### config.mk
export PLATFORM = sky130hd
export DESIGN_NAME = gba_rom_ctrl
export DESIGN_NICKNAME = d
export VERILOG_FILES = /design/src/rtl/gba_bus_pkg.sv /design/src/rtl/gba_sync_edge.sv /design/src/rtl/gba_rom_ctrl.sv
export SDC_FILE = /design/constraint.sdc
export NUM_CORES = 1
export LEC_CHECK = 0
export BUFFER_PORTS_ARGS = -buffer_cell sky130_fd_sc_hd__buf_2
export CELL_PAD_IN_SITES_DETAIL_PLACEMENT = 2
export CELL_PAD_IN_SITES_GLOBAL_PLACEMENT = 2
export CORE_UTILIZATION = 33
export CTS_CLUSTER_DIAMETER = 80
export DETAILED_ROUTE_END_ITERATION = 16
export PLACE_DENSITY = 0.77
export SKIP_LAST_GASP = 1
export SYNTH_ARGS = -nofsm -noshare
export SYNTH_HDL_FRONTEND = slang
export SYNTH_SLANG_ARGS = --single-unit
### constraint.sdc
create_clock -name clock -period 2.3 [get_ports clock]
set_input_delay 0.46 -clock clock [delete_from_list [all_inputs] [get_ports clock]]
set_output_delay 0.46 -clock clock [all_outputs]
set_load 0.05 [all_outputs]
### src/rtl/gba_bus_pkg.sv
// -----------------------------------------------------------------------------
// gba_bus_pkg
//   Shared types and constants for the GBA cartridge ROM bus controller.
//   - GBA_ADDR_W / GBA_DATA_W : halfword address and data widths of the GBA bus
//   - hw_addr_t / hw_data_t   : halfword address / data types
//   - state_t                 : ROM bus sequencer states
//   - hw_addr_inc()           : halfword address increment, wraps at 2^24
// -----------------------------------------------------------------------------
package gba_bus_pkg;

    localparam int GBA_ADDR_W = 24;
    localparam int GBA_DATA_W = 16;

    typedef logic [GBA_ADDR_W-1:0] hw_addr_t;
    typedef logic [GBA_DATA_W-1:0] hw_data_t;

    typedef enum logic [2:0] {
        IDLE,   // no ROM transaction in progress
        REQ,    // read request presented to memory
        WAIT,   // read accepted, waiting for the response
        READY,  // prefetched halfword held in data_q
        WREQ,   // posted write presented to memory
        DRAIN   // transaction ended early, flushing the outstanding access
    } state_t;

    // The GBA bus counter wraps naturally at 2^24 halfwords.
    function automatic hw_addr_t hw_addr_inc(input hw_addr_t a);
        return a + hw_addr_t'(1);
    endfunction

endpackage

### src/rtl/gba_sync_edge.sv
// -----------------------------------------------------------------------------
// gba_sync_edge
//   Multi-flop synchronizer for one active-low GBA strobe, followed by a
//   previous-value register used for edge detection. Everything resets to 1
//   (strobe inactive) so no spurious edge appears when reset is released.
//   Ports:
//     clk, rst_n : system clock, asynchronous active-low reset
//     sig_i      : raw asynchronous strobe from the pad
//     sync_o     : synchronized strobe level
//     fall_o     : one-cycle pulse on a synchronized 1->0 transition
//     rise_o     : one-cycle pulse on a synchronized 0->1 transition
// -----------------------------------------------------------------------------
module gba_sync_edge #(
    parameter int STAGES = 2
) (
    input  logic clk,
    input  logic rst_n,
    input  logic sig_i,
    output logic sync_o,
    output logic fall_o,
    output logic rise_o
);

    logic [STAGES-1:0] sync_q;
    logic [STAGES:0]   shift_d;
    logic              prev_q;

    // Widened by one so the shift works for any STAGES >= 1.
    assign shift_d = {sync_q, sig_i};

    always_ff @(posedge clk or negedge rst_n) begin
        if (!rst_n) begin
            sync_q <= '1;
            prev_q <= 1'b1;
        end else begin
            // NOTE: non-blocking assignments let every flop sample the pre-edge
            // value of its neighbour, which is what makes this a shift chain.
            sync_q <= shift_d[STAGES-1:0];
            prev_q <= sync_q[STAGES-1];
        end
    end

    assign sync_o = sync_q[STAGES-1];
    assign fall_o = prev_q & ~sync_q[STAGES-1];
    assign rise_o = ~prev_q & sync_q[STAGES-1];

endmodule

### src/rtl/gba_rom_ctrl.sv
// -----------------------------------------------------------------------------
// gba_rom_ctrl
//   GBA cartridge ROM bus sequencer. Latches the 24-bit halfword address on
//   nCS fall, prefetches the addressed halfword over a valid/ready memory port,
//   drives it onto AD while nRD is low and auto-increments on every nRD rise.
//   nWR strobes (WRITE_EN=1) issue posted writes at the current address.
//   Ports:
//     clock, reset            : system clock, asynchronous active-low reset
//     gba_nCS/nRD/nWR         : GBA strobes (active low, asynchronous)
//     gba_AD_in, gba_A_in     : AD[15:0] and A[7:0] (address 23:16) pad inputs
//     gba_AD_out, gba_AD_oe   : AD pad output data and output enable
//     gba_A_oe                : A pad output enable, always 0
//     mem_req_*               : request channel (valid/ready, write, addr, wdata)
//     mem_rsp_valid/data      : in-order read responses, one per accepted read
//     status_underrun         : sticky flag, data requested before it was ready
//     status_clear            : clears status_underrun (set wins)
// -----------------------------------------------------------------------------
module gba_rom_ctrl
    import gba_bus_pkg::*;
#(
    parameter int ADDR_W      = GBA_ADDR_W,
    parameter int SYNC_STAGES = 2,
    parameter int WRITE_EN    = 1
) (
    input  logic              clock,
    input  logic              reset,
    input  logic              gba_nCS,
    input  logic              gba_nRD,
    input  logic              gba_nWR,
    input  logic [15:0]       gba_AD_in,
    input  logic [7:0]        gba_A_in,
    output logic [15:0]       gba_AD_out,
    output logic              gba_AD_oe,
    output logic              gba_A_oe,
    output logic              mem_req_valid,
    input  logic              mem_req_ready,
    output logic              mem_req_write,
    output logic [ADDR_W-1:0] mem_req_addr,
    output logic [15:0]       mem_req_wdata,
    input  logic              mem_rsp_valid,
    input  logic [15:0]       mem_rsp_data,
    output logic              status_underrun,
    input  logic              status_clear
);

    localparam bit WR_ON = (WRITE_EN != 0);

    // -------------------------------------------------------------------------
    // Input synchronization and edge detection
    // -------------------------------------------------------------------------
    logic cs_s, cs_fall, cs_rise;
    logic rd_s, rd_fall, rd_rise;
    logic wr_s, wr_fall, wr_rise;

    gba_sync_edge #(.STAGES(SYNC_STAGES)) u_sync_cs (
        .clk    (clock),
        .rst_n  (reset),
        .sig_i  (gba_nCS),
        .sync_o (cs_s),
        .fall_o (cs_fall),
        .rise_o (cs_rise)
    );

    gba_sync_edge #(.STAGES(SYNC_STAGES)) u_sync_rd (
        .clk    (clock),
        .rst_n  (reset),
        .sig_i  (gba_nRD),
        .sync_o (rd_s),
        .fall_o (rd_fall),
        .rise_o (rd_rise)
    );

    gba_sync_edge #(.STAGES(SYNC_STAGES)) u_sync_wr (
        .clk    (clock),
        .rst_n  (reset),
        .sig_i  (gba_nWR),
        .sync_o (wr_s),
        .fall_o (wr_fall),
        .rise_o (wr_rise)
    );

    // Only the nWR rising edge carries meaning; level and fall are spare.
    logic unused_wr;
    assign unused_wr = wr_s ^ wr_fall;

    // The bus goes through the same number of flops as the strobes, so the
    // value seen with an edge is the value the pins had when that edge arrived.
    logic [SYNC_STAGES-1:0][23:0] bus_q;
    logic [SYNC_STAGES:0][23:0]   bus_shift;
    logic [23:0]                  bus_s;
    logic [15:0]                  ad_s;
    logic [ADDR_W-1:0]            bus_addr;

    assign bus_shift = {bus_q, gba_A_in, gba_AD_in};
    assign bus_s     = bus_q[SYNC_STAGES-1];
    assign ad_s      = bus_s[15:0];
    assign bus_addr  = ADDR_W'(bus_s);

    always_ff @(posedge clock or negedge reset) begin
        if (!reset) begin
            bus_q <= '0;
        end else begin
            bus_q <= bus_shift[SYNC_STAGES-1:0];
        end
    end

    logic wr_ev;
    assign wr_ev = WR_ON && wr_rise;

    // -------------------------------------------------------------------------
    // Sequencer state
    // -------------------------------------------------------------------------
    state_t            state_q, state_d;
    logic [ADDR_W-1:0] addr_q, addr_d;
    logic [ADDR_W-1:0] addr_inc;
    logic [15:0]       data_q, data_d;
    logic [15:0]       wdata_q, wdata_d;
    logic [ADDR_W-1:0] pend_addr_q, pend_addr_d;
    logic              pend_valid_q, pend_valid_d;
    logic              drain_held_q, drain_held_d;   // request still awaiting ready
    logic              drain_write_q, drain_write_d; // held request is a write
    logic              drain_owed_q, drain_owed_d;   // read response still to discard
    logic              oe_q;
    logic              underrun_q;
    logic              underrun_set;

    assign addr_inc = addr_q + ADDR_W'(1);

    always_ff @(posedge clock or negedge reset) begin
        if (!reset) begin
            state_q       <= IDLE;
            addr_q        <= '0;
            data_q        <= '0;
            wdata_q       <= '0;
            pend_addr_q   <= '0;
            pend_valid_q  <= 1'b0;
            drain_held_q  <= 1'b0;
            drain_write_q <= 1'b0;
            drain_owed_q  <= 1'b0;
            oe_q          <= 1'b0;
            underrun_q    <= 1'b0;
        end else begin
            state_q       <= state_d;
            addr_q        <= addr_d;
            data_q        <= data_d;
            wdata_q       <= wdata_d;
            pend_addr_q   <= pend_addr_d;
            pend_valid_q  <= pend_valid_d;
            drain_held_q  <= drain_held_d;
            drain_write_q <= drain_write_d;
            drain_owed_q  <= drain_owed_d;
            oe_q          <= !cs_s && !rd_s;
            if (underrun_set) begin
                underrun_q <= 1'b1;
            end else if (status_clear) begin
                underrun_q <= 1'b0;
            end
        end
    end

    // -------------------------------------------------------------------------
    // Next-state logic
    // -------------------------------------------------------------------------
    always_comb begin
        // NOTE: every next-state value starts as a copy of its register, so a
        // branch that does not mention a signal holds it instead of making a latch.
        state_d       = state_q;
        addr_d        = addr_q;
        data_d        = data_q;
        wdata_d       = wdata_q;
        pend_addr_d   = pend_addr_q;
        pend_valid_d  = pend_valid_q;
        drain_held_d  = drain_held_q;
        drain_write_d = drain_write_q;
        drain_owed_d  = drain_owed_q;

        unique case (state_q)
            IDLE: begin
                if (cs_fall) begin
                    addr_d  = bus_addr;
                    state_d = REQ;
                end
            end

            REQ: begin
                // A cs_fall here cannot follow a proper cs_rise; it is handled
                // as an abort plus a fresh start so the held request stays legal.
                if (cs_rise || cs_fall) begin
                    state_d       = DRAIN;
                    drain_held_d  = !mem_req_ready;
                    drain_write_d = 1'b0;
                    drain_owed_d  = mem_req_ready;
                    pend_valid_d  = cs_fall;
                    pend_addr_d   = bus_addr;
                end else if (mem_req_ready) begin
                    state_d = WAIT;
                end
            end

            WAIT: begin
                if (mem_rsp_valid) begin
                    data_d = mem_rsp_data;
                    if (cs_fall) begin
                        addr_d  = bus_addr;
                        state_d = REQ;
                    end else if (cs_rise) begin
                        state_d = IDLE;
                    end else begin
                        state_d = READY;
                    end
                end else if (cs_rise || cs_fall) begin
                    state_d       = DRAIN;
                    drain_held_d  = 1'b0;
                    drain_write_d = 1'b0;
                    drain_owed_d  = 1'b1;
                    pend_valid_d  = cs_fall;
                    pend_addr_d   = bus_addr;
                end
            end

            READY: begin
                if (cs_fall) begin
                    addr_d  = bus_addr;
                    state_d = REQ;
                end else if (rd_rise) begin
                    // The increment is kept even when nCS rises in the same cycle.
                    addr_d  = addr_inc;
                    state_d = cs_rise ? IDLE : REQ;
                end else if (wr_ev) begin
                    wdata_d = ad_s;
                    if (cs_rise) begin
                        state_d       = DRAIN;
                        drain_held_d  = 1'b1;
                        drain_write_d = 1'b1;
                        drain_owed_d  = 1'b0;
                        pend_valid_d  = 1'b0;
                    end else begin
                        state_d = WREQ;
                    end
                end else if (cs_rise) begin
                    state_d = IDLE;
                end
            end

            WREQ: begin
                if (mem_req_ready) begin
                    if (cs_fall) begin
                        addr_d  = bus_addr;
                        state_d = REQ;
                    end else begin
                        addr_d  = addr_inc;
                        state_d = cs_rise ? IDLE : REQ;
                    end
                end else if (cs_rise || cs_fall) begin
                    state_d       = DRAIN;
                    drain_held_d  = 1'b1;
                    drain_write_d = 1'b1;
                    drain_owed_d  = 1'b0;
                    pend_valid_d  = cs_fall;
                    pend_addr_d   = bus_addr;
                end
            end

            DRAIN: begin
                if (cs_fall) begin
                    pend_valid_d = 1'b1;
                    pend_addr_d  = bus_addr;
                end else if (cs_rise) begin
                    pend_valid_d = 1'b0;
                end

                if (drain_held_q) begin
                    if (mem_req_ready) begin
                        drain_held_d = 1'b0;
                        drain_owed_d = !drain_write_q;
                    end
                end else if (drain_owed_q) begin
                    if (mem_rsp_valid) begin
                        drain_owed_d = 1'b0;
                    end
                end else begin
                    pend_valid_d = 1'b0;
                    if (cs_fall) begin
                        addr_d  = bus_addr;
                        state_d = REQ;
                    end else if (pend_valid_q && !cs_rise) begin
                        addr_d  = pend_addr_q;
                        state_d = REQ;
                    end else begin
                        state_d = IDLE;
                    end
                end
            end

            default: begin
                state_d = IDLE;
            end
        endcase
    end

    // Data is only guaranteed fresh in READY; anything else means stale AD.
    assign underrun_set = (state_q != READY) && (rd_fall || wr_ev);

    // -------------------------------------------------------------------------
    // Outputs
    // -------------------------------------------------------------------------
    assign mem_req_valid   = (state_q == REQ) || (state_q == WREQ) ||
                             ((state_q == DRAIN) && drain_held_q);
    assign mem_req_write   = (state_q == WREQ) ||
                             ((state_q == DRAIN) && drain_held_q && drain_write_q);
    assign mem_req_addr    = addr_q;
    assign mem_req_wdata   = wdata_q;
    assign gba_AD_out      = data_q;
    assign gba_AD_oe       = oe_q;
    assign gba_A_oe        = 1'b0;
    assign status_underrun = underrun_q;

endmodule

==> impl_metrics.prom <==
# TYPE chip_impl_metric gauge
chip_impl_metric{name="largest_clock_skew_in_the_final_design",unit="ns"} 0.0106
chip_impl_metric{name="totalPowerFinal",unit="W"} 0.0139
chip_impl_info{name="synth_top_cells_by_area",value="dfrtp_1, mux2_2, dfstp_2, a21oi_1, o21ai_0"} 1
chip_impl_metric{name="post-synth-top-area-fraction",unit="%"} 54.7
chip_impl_metric{name="insertion_delay",unit="ns"} 0.43
chip_impl_metric{name="diodes",unit=""} 0
chip_impl_metric{name="vias_per_cell",unit=""} 5.60
chip_impl_metric{name="ioPinCount",unit=""} 109
chip_impl_metric{name="power_per_cell_area",unit="nW/µm²"} 1700
chip_impl_metric{name="timing.critical_path.required",unit="ns"} 2.59
chip_impl_metric{name="portBuffers",unit=""} 107
chip_impl_info{name="cell_taking_the_most_area_after_synthesis",value="dfrtp_1"} 1
chip_impl_metric{name="worst_setup_hold_path_clk_slew",unit="ns"} 0.07
chip_impl_metric{name="wirelength",unit="mm"} 22.3
chip_impl_metric{name="worst-slew-pin-transition",unit="ns"} 0.581
chip_impl_metric{name="asyncSetResetFlopFracSynth",unit="%"} 100
chip_impl_info{name="netlist_top_cells_count",value="dfrtp_1, mux2_2, nor2_1, a21oi_1, o21ai_0"} 1
chip_impl_metric{name="grt.overflow.total",unit=""} 0
chip_impl_metric{name="detailedRoute.firstPassIterationCount",unit=""} 5
chip_impl_metric{name="max_freq",unit="MHz"} 419
chip_impl_metric{name="synthToLayoutAreaGrowth",unit="%"} 30.6
chip_impl_metric{name="number_of_flops_mapped_to_enable_cells_by_yosys",unit=""} 0
chip_impl_metric{name="layout-drive-gt1-share",unit="%"} 41.5
chip_impl_metric{name="fp.coreArea",unit="µm²"} 18600
chip_impl_metric{name="pre_cts_ws",unit="ns"} -0.137
chip_impl_info{name="dominantRegCellSynth",value="dfrtp_1"} 1
chip_impl_metric{name="syn_inst",unit=""} 527
chip_impl_metric{name="max-slew-margin-rel",unit="%"} 61.1
chip_impl_info{name="timing.critical_path.from",value="u_sync_cs.prev_q"} 1
chip_impl_metric{name="setup_viol",unit=""} 26
chip_impl_metric{name="ffs_latches_synth",unit=""} 146
chip_impl_metric{name="hold_viol_final",unit=""} 0
chip_impl_metric{name="drt_first_iter_violations",unit=""} 330
chip_impl_metric{name="ys_seq_area_share",unit="%"} 58.5
chip_impl_metric{name="detailroute.wirelength.met2",unit="mm"} 11.8
chip_impl_info{name="timing.critical_path.to_type",value="register"} 1
chip_impl_metric{name="route.vias.total",unit=""} 5131
chip_impl_metric{name="antenna_found_initial",unit=""} 0
chip_impl_metric{name="cts_h_tree_depth",unit=""} 4
chip_impl_metric{name="fin_crit_sh",unit="%"} 104
chip_impl_info{name="post-synth-top-count-cell",value="dfrtp_1"} 1
chip_impl_metric{name="yosysWarnings",unit=""} 0
chip_impl_metric{name="crit_path_max_fanout",unit=""} 13
chip_impl_metric{name="clock_sink_count",unit=""} 146
chip_impl_metric{name="postRouteAntennaNets",unit=""} 0
chip_impl_metric{name="rr_worst_depth",unit=""} 7
chip_impl_metric{name="finished_layout_cells",unit=""} 916
chip_impl_metric{name="post-dp-hpwl",unit="mm"} 13.4
chip_impl_metric{name="die_width",unit="µm"} 140
chip_impl_metric{name="slew_viol_final",unit=""} 0
chip_impl_metric{name="floorplan.die_area",unit="µm²"} 19500
chip_impl_info{name="unrepaired_setup_endpoints_after_global_routing",value="yes"} 1
chip_impl_metric{name="grt_pass1_wl",unit="mm"} 33.1
chip_impl_info{name="worst_setup_path_start_kind",value="register"} 1
chip_impl_metric{name="postSynthNetCount",unit=""} 578
chip_impl_metric{name="drt_drc_violations_left",unit=""} 0
chip_impl_metric{name="numCtsBuffers",unit=""} 17
chip_impl_metric{name="fin_util",unit="%"} 43.9
chip_impl_info{name="outcome",value="finished with violations"} 1
chip_impl_metric{name="grt_pass1_vias",unit=""} 5854
chip_impl_metric{name="number_of_buffers_on_the_longest_clock_path",unit=""} 2
chip_impl_metric{name="timing.max_cap.violations",unit=""} 0
chip_impl_info{name="min-delay-path-class",value="in -> async"} 1
chip_impl_metric{name="m1WireLength",unit="mm"} 8.97
chip_impl_metric{name="avgRoutedWirePerCell",unit="µm"} 24.3
chip_impl_metric{name="gr-usage-all-layers",unit="%"} 22.2
chip_impl_info{name="cts.root.buffer_cell",value="clkbuf_16"} 1
chip_impl_info{name="violations",value="negative setup slack"} 1
chip_impl_info{name="maxUsedRoutingLayer",value="met4"} 1
chip_impl_metric{name="final_critical_path_setup_slack",unit="ns"} -0.0886
chip_impl_metric{name="rrSetupSlack",unit="ns"} -0.09
chip_impl_metric{name="placed_cells",unit=""} 879
chip_impl_metric{name="grt_max_degree",unit=""} 53
chip_impl_metric{name="avgSynthCellArea",unit="µm²"} 11.9
chip_impl_metric{name="gp_congestion",unit=""} 0.828
chip_impl_metric{name="fillcell_total",unit=""} 1890
chip_impl_metric{name="mappedNetlistArea",unit="µm²"} 6270
chip_impl_info{name="r2r_end",value="mem_req_addr[21]"} 1
chip_impl_metric{name="ir_drop",unit="µV"} 710
chip_impl_metric{name="floorplan.die.height",unit="µm"} 140
chip_impl_metric{name="start_util",unit="%"} 33.6
chip_impl_metric{name="design.final.nets",unit=""} 720
chip_impl_metric{name="final.min_clock_period",unit="ns"} 2.39
chip_impl_metric{name="count_of_cell_types_in_the_netlist",unit=""} 72
chip_impl_info{name="worst_path_class_setup",value="reg -> reg"} 1
chip_impl_metric{name="route.met3.wl",unit="µm"} 792
chip_impl_metric{name="worstPathArrival",unit="ns"} 2.68
chip_impl_info{name="r2r-start",value="u_sync_cs.prev_q"} 1
chip_impl_metric{name="rows",unit=""} 50
chip_impl_metric{name="total_leakage_power",unit="nW"} 3.74
chip_impl_info{name="cts_tree",value="done"} 1
==> state kept, by name, indices dropped and copies added (netlist names), 2 cells and up <==
name / cells
u_sync_cs.sync_q: 2
gba_AD_out: 16
u_sync_wr.sync_q: 2
state_q: 3
u_sync_rd.sync_q: 2
bus_addr: 24
mem_req_addr: 24
bus_q: 24
pend_addr_q: 24
mem_req_wdata: 16
==> where the power goes <==
group	internal, W	leakage [nW]	switching, W	total (W)
Combinational	0.00231	1.67	0.00431	0.00662
Clock	0.00197	0.308	0.00114	0.00310
Sequential	0.00341	1.76	0.000809	0.00422
Total	0.00768	3.74	0.00626	0.0139
==> placed cells by master (no fill, tap or decap), drive strengths merged, types with 3 or more instances in the layout <==
cell / n
ha: 3
nor2: 36
a31oi: 9
or2: 3
a222oi: 5
nand3: 9
nand2: 22
nor4: 3
nor3: 10
a211oi: 3
o211ai: 3
o21a: 3
and3: 5
nand4: 6
nor2b: 10
nand3b: 3
o22ai: 10
clkbuf: 22
mux2i: 3
bufinv: 5
a21oi: 32
o21ai: 37
dfstp: 9
inv: 15
a221oi: 17
and2: 5
mux2: 57
nand2b: 8
dfrtp: 137
buf: 154
o31ai: 3
o22a: 4
==> critical path, cell delays in order (launching register included) <==
cell      delay [ns]
dfstp_2         0.57
ha_4            0.21
a22oi_1         0.09
o22a_1          0.28
a2111o_2        0.50
buf_12          0.20
o21ai_0         0.24
o21ai_0         0.16
==> final cells by class <==
cell class,count,area [µm²],area share (%)
Clock buffer,21,450,5.50
Clock inverter,11,200,2.45
Inverter,13,48.8,0.596
Sequential cell,146,3670,44.8
Multi-Input combinational cell,336,2510,30.7
Timing Repair Buffer,155,1010,12.4
Tap cell,234,293,3.58
==> cell families (layout without fill, tap and decap cells) <==
logic type / after synthesis / in the layout / share of synthesized area (%)
DFF: 146 / 146 / 58.5
adders and majority gates: 4 / 4 / 0.759
AOI/OAI and AO/OA: 142 / 142 / 15.2
and+or+nand+nor: 129 / 129 / 11.1
other: 1 / 1 / 0.0598
muxes: 60 / 60 / 10.7
buffers and inverters: 45 / 200 / 3.71
==> metal layers <==
layer / global-route usage, % / vias up
li1: - / 2223
met1: 25.7 / 2693
met2: 39.8 / 169
met3: 4.06 / 46
met4: 9.95 / 0
met5: 0 / -
==> through the flow <==
step	hold WS, ns	TNS, ns	cell area, µm²
final	0.00330	-1.02	8180
after global routing	0.0269	-2.37	8180
after CTS	0.00343	0	8070
after detailed placement	0.336	-3.03	7310
after global placement	0.332	0	7310
after floorplan	0.164	0	6300
==> worst max path at each step <==
| stage | end | depth (start not counted) |
|---|---|---|
| after global placement | drain_owed_q | 8 |
| after detailed placement | pend_addr_q[0] | 9 |
| after CTS | pend_addr_q[3] | 10 |
| after global routing | mem_req_addr[21] | 7 |
| final | mem_req_addr[21] | 7 |
| after floorplan | pend_addr_q[10] | 10 |
==> timing repair <==
action / CTS / global route
endpoints found under the setup margin: 39 / 45
resized for setup: 7 / 30
hold buffers: 0 / 0
hold endpoints to repair: 0 / 0
pin swaps: 5 / 4
gates cloned: 2 / 1
buffers inserted: 3 / 0
No activity file was read; power rests on OpenSTA's default activity.
